$ cat config.mk
export PLATFORM = sky130hd
export DESIGN_NAME = stage_sequencer
export DESIGN_NICKNAME = d
export VERILOG_FILES = /design/src/rtl/stage_sequencer.sv
export SDC_FILE = /design/constraint.sdc
export NUM_CORES = 1
export LEC_CHECK = 0
export ABC_AREA = 1
export BUFFER_PORTS_ARGS = -buffer_cell sky130_fd_sc_hd__buf_2
export CAP_MARGIN = 20
export CORE_MARGIN = 3
export CORE_UTILIZATION = 41
export CTS_CLUSTER_DIAMETER = 120
export DETAILED_ROUTE_END_ITERATION = 10
export PLACE_DENSITY = 0.95
export SYNTH_ARGS = -nofsm -noshare
export SYNTH_HDL_FRONTEND = slang
export SYNTH_SLANG_ARGS = --single-unit
$ cat constraint.sdc
create_clock -name clk -period 2 [get_ports clk]
set_input_delay 0.2 -clock clk [delete_from_list [all_inputs] [get_ports clk]]
set_output_delay 0.2 -clock clk [all_outputs]
set_load 0.02 [all_outputs]
$ cat src/rtl/stage_sequencer.sv
// stage_sequencer: multi-cycle instruction sequencer. Walks the fetch/decode/
// execute/memory/writeback stages, emits one write enable per stage and
// parks in HALT on request.
// Optional feature macro: STAGE_SEQ_PERF_CNT_EN enables the cycle and
// instruction performance counters (otherwise both outputs read 0).

package stage_sequencer_pkg;
  typedef enum logic [3:0] {
    S_INIT     = 4'd0,
    S_IF       = 4'd1,
    S_IF_WAIT  = 4'd2,
    S_ID       = 4'd3,
    S_EX       = 4'd4,
    S_MEM      = 4'd5,
    S_MEM_WAIT = 4'd6,
    S_WB       = 4'd7,
    S_HALT     = 4'd8
  } state_e;
endpackage

module stage_sequencer
  import stage_sequencer_pkg::*;
#(
  parameter int IF_LAT  = 1,
  parameter int MEM_LAT = 1,
  parameter int CNT_W   = 32
) (
  input  logic             clk,
  input  logic             reset,
  input  logic             halt,
  input  logic             resume,
  output logic             pc_wren,
  output logic             wb_if_wren,
  output logic             if_id_wren,
  output logic             id_ex_wren,
  output logic             ex_mem_wren,
  output logic             mem_wb_wren,
  output logic             ram_wren,
  output logic             reg_wren,
  output logic             stage_reset_n,
  output logic [3:0]       stage,
  output logic             halted,
  output logic [CNT_W-1:0] cycle_cnt,
  output logic [CNT_W-1:0] instr_cnt
);

  // Wait counters load "latency - 1" so the final dwell cycle sees zero.
  localparam logic [3:0] IF_LOAD  = 4'(IF_LAT - 1);
  localparam logic [3:0] MEM_LOAD = 4'(MEM_LAT - 1);

  state_e     state_q, state_d;
  logic [3:0] wait_q, wait_d;

  // State and wait-counter registers; reset forces INIT immediately.
  always_ff @(posedge clk or posedge reset) begin
    if (reset) begin
      state_q <= S_INIT;
      wait_q  <= '0;
    end else begin
      state_q <= state_d;
      wait_q  <= wait_d;
    end
  end

  // Next-state logic plus Moore output decode (state and wait counter only).
  always_comb begin
    state_d       = S_INIT;
    wait_d        = '0;
    pc_wren       = 1'b0;
    wb_if_wren    = 1'b0;
    if_id_wren    = 1'b0;
    id_ex_wren    = 1'b0;
    ex_mem_wren   = 1'b0;
    mem_wb_wren   = 1'b0;
    ram_wren      = 1'b0;
    reg_wren      = 1'b0;
    stage_reset_n = 1'b0;
    halted        = 1'b0;
    case (state_q)
      S_INIT: state_d = S_IF;
      S_IF: begin
        state_d       = S_IF_WAIT;
        wait_d        = IF_LOAD;
        stage_reset_n = 1'b1;
      end
      S_IF_WAIT: begin
        stage_reset_n = 1'b1;
        if (wait_q == 4'd0) begin
          state_d    = S_ID;
          if_id_wren = 1'b1;
        end else begin
          state_d = S_IF_WAIT;
          wait_d  = wait_q - 4'd1;
        end
      end
      S_ID: begin
        state_d       = S_EX;
        stage_reset_n = 1'b1;
        id_ex_wren    = 1'b1;
      end
      S_EX: begin
        state_d       = S_MEM;
        stage_reset_n = 1'b1;
        ex_mem_wren   = 1'b1;
      end
      S_MEM: begin
        state_d       = S_MEM_WAIT;
        wait_d        = MEM_LOAD;
        stage_reset_n = 1'b1;
        pc_wren       = 1'b1;
        ram_wren      = 1'b1;
      end
      S_MEM_WAIT: begin
        stage_reset_n = 1'b1;
        if (wait_q == 4'd0) begin
          state_d     = S_WB;
          mem_wb_wren = 1'b1;
        end else begin
          state_d = S_MEM_WAIT;
          wait_d  = wait_q - 4'd1;
        end
      end
      S_WB: begin
        state_d    = halt ? S_HALT : S_IF;
        wb_if_wren = 1'b1;
        reg_wren   = 1'b1;
      end
      S_HALT: begin
        state_d = resume ? S_IF : S_HALT;
        halted  = 1'b1;
      end
      default: state_d = S_INIT;
    endcase
  end

  assign stage = state_q;

`ifdef STAGE_SEQ_PERF_CNT_EN
  logic [CNT_W-1:0] cyc_q, ins_q;

  // Perf counters: active cycles outside INIT/HALT, and retired instructions.
  always_ff @(posedge clk or posedge reset) begin
    if (reset) begin
      cyc_q <= '0;
      ins_q <= '0;
    end else begin
      if (state_q != S_INIT && state_q != S_HALT) cyc_q <= cyc_q + CNT_W'(1);
      if (state_q == S_WB) ins_q <= ins_q + CNT_W'(1);
    end
  end

  assign cycle_cnt = cyc_q;
  assign instr_cnt = ins_q;
`else
  assign cycle_cnt = '0;
  assign instr_cnt = '0;
`endif

endmodule

==> metrics.yaml <==
outcome:
  status: "finished clean"
sta:
  final-hold-violation-count: 0
  period_share: 0.819
  rsz0062_at_grt: "false"
  setup_ws_ns: 0.362
  period_needed_ns: 1.64
  max_freq_ghz: 0.611
  slew_viol_final: 0
  fin_skew_ns: 0.000595
  setup_viol: 0
  setup_tns_ns: 0
clock_network:
  postCtsSetupBuffers: 0
  cts_made_buffers: 3
  clock_latency_ns: 0.25
  cts_hold_buf: 1
  htreeDepth: 1
  cts_tree: "yes"
  cts-root-buf: "clkbuf_4"
  cts_resized: 0
  cts_sinks: 8
  clock_path_buffers: 2
  clkTransAtPathRegs_ns: 0.05
final_layout:
  area_delta_synth_final_pct: -10.8
  drive_gt1_frac: 0.201
  final_common_cell: "conb_1"
  diodes: 0
  layout_common_cells: "conb_1 (64), buf_2 (17), inv_1 (15)"
  nets: 157
  fin_util: 0.392
setup_path:
  path_cells: "inv_1 -> ha_1 -> nand2_1 -> nor2_1 -> inv_1 -> nor3_1 -> buf_2"
  max_stage_delay_ns: 0.37
  worstPathArrival_ns: 1.44
  crit_slowest_cell: "dfrtp_1"
  start_kind: "flip-flop"
  crit_top_cell: "inv_1"
  critPathCaptureType: "primary output"
  cp.required_ns: 1.80
  cp_max_fo: 3
  critPathKind: "reg2out"
pwr:
  cellLeakagePower_nw: 0.603
  p_switching_uw: 583
  p_int_uw: 434
  clockPowerShare: 0.118
  fin_total_pwr_mw: 1.02
  switching_share: 0.573
  sequentialPowerShare: 0.238
  peakVddDrop_mv: 0.519
  powerDensity_mw_per_mm2: 1160
  comb_power_share: 0.645
die:
  std_cell_rows: 17
  ios: 82
  coreArea_mm2: 0.00223
  start_util: 0.439
  dieArea_mm2: 0.00302
  die_h_um: 54.9
  die_x_um: 54.9
grt:
  grt_use_total: 0.0870
  antenna_found_initial: 0
  overflow: 0
  grt_pass1_vias: 445
  grt_pass1_wl_mm: 1.82
  grt_max_degree: 9
yosys:
  yosysWarnings: 0
  netlist_instances: 131
  yosysUniqueCellTypes: 19
  synth-seq-area-share: 0.204
  syn_area_um2: 981
  syn_area_per_cell_um2: 7.49
  ys_ff_latch: 8
drt:
  routedLengthMet1_um: 479
  drt_iter0_drc: 11
  firstDrtPassIters: 4
  routed_wl_mm: 1.38
  route.met2.wl_um: 652
  via_per_inst: 3.39
  dr_total_vias: 600
  drc: 0
  antenna_left: 0
  wl_per_cell_um: 7.80
  highest_layer: "met4"
  wl_met3_um: 237
placed_design:
  dp.final_hpwl_mm: 1.20
  portBuffers: 17
  pre_cts_slack_ns: 0.633
  gp_congestion: 0.827
job:
  cap_violations: 0
hold_path:
  hold_path_class: "in2reg"
path summary, 6_finish.rpt:
| kind | start | endpoint | slack, ns | cells past startpoint |
|---|---|---|---|---|
| setup reg to reg | wait_q[0] | wait_q[3] | 0.82 | 7 |
| hold reg to reg | wait_q[0] | wait_q[0] | 0.42 | 1 |
| min in group asynchronous | reset | stage[3] | 0.44 | 3 |
| max in group asynchronous | reset | stage[1] | 1.33 | 3 |
| hold / removal | resume | stage[3] | 0.14 | 2 |
| setup / recovery | wait_q[0] | if_id_wren | 0.36 | 7 |
stage by stage:
stage,area (um^2),instances,hold slack [ns]
2_1_floorplan,1220,194,0.0157
3_3_place_gp,842,173,0.150
3_5_place_dp,842,173,0.159
4_1_cts,875,177,0.140
5_1_grt,875,177,0.147
6_report,875,177,0.141
flip-flops by register name (all words and copies together), names as in the netlist:
name	cells
stage	4
wait_q	4
cells by family (layout without fill, tap and decap cells):
kind of cell             Yosys count  count (layout)  share of synthesized area
AND/OR/NAND/NOR                   31              31                      0.153
XOR/XNOR                           2               2                     0.0179
flip-flops                         8               8                      0.204
adder cells (fa/ha/maj)            2               2                     0.0255
other                              1              64                    0.00382
buffers and inverters             83              38                      0.571
AO/OA/AOI/OAI                      4               4                     0.0242
critical path, delay by kind of cell (launching register included):
kind	cells	cell delay, ns
buffers and inverters	3	0.38
DFF	1	0.37
and+or+nand+nor	3	0.28
adders and majority gates	1	0.16
power groups by stage:
stage | registers [mW] | logic [mW] | clock network [mW]
floorplan | 0.283 | 0.562 | 0
global placement | 0.243 | 0.638 | 0
detailed placement | 0.245 | 0.651 | 0
CTS | 0.241 | 0.656 | 0.125
global route | 0.246 | 0.734 | 0.132
finish | 0.242 | 0.656 | 0.120
synthesized netlist by cell type:
library cell,number,share of area
inv_2,1,0.0038
clkinv_2,1,0.0051
nand2_1,9,0.034
buf_4,66,0.51
xnor2_1,1,0.0089
ha_1,2,0.026
conb_1,1,0.0038
inv_1,15,0.057
o21ai_0,3,0.015
dfrtp_1,8,0.20
nand2_2,3,0.019
nor3_1,2,0.010
nor2_4,1,0.011
nor2_2,2,0.013
o21ai_2,1,0.0089
nor2_1,9,0.034
nand3_1,4,0.020
nor3_2,1,0.010
xor2_1,1,0.0089
metal layers:
layer | global-route usage | vias up
met3 | 0.0375 | 2
met4 | 0.0364 | 0
met5 | 0 | -
met2 | 0.138 | 49
met1 | 0.102 | 252
li1 | - | 297
cell type report:
type,instances,area [um^2]
tap,28,35.0
inverter,17,65.1
clock buffer,3,22.5
timing repair buffer,18,95.1
fill,234,1360
sequential,8,200
multi-input combinational,103,457
(Power assumes the default switching activity.)
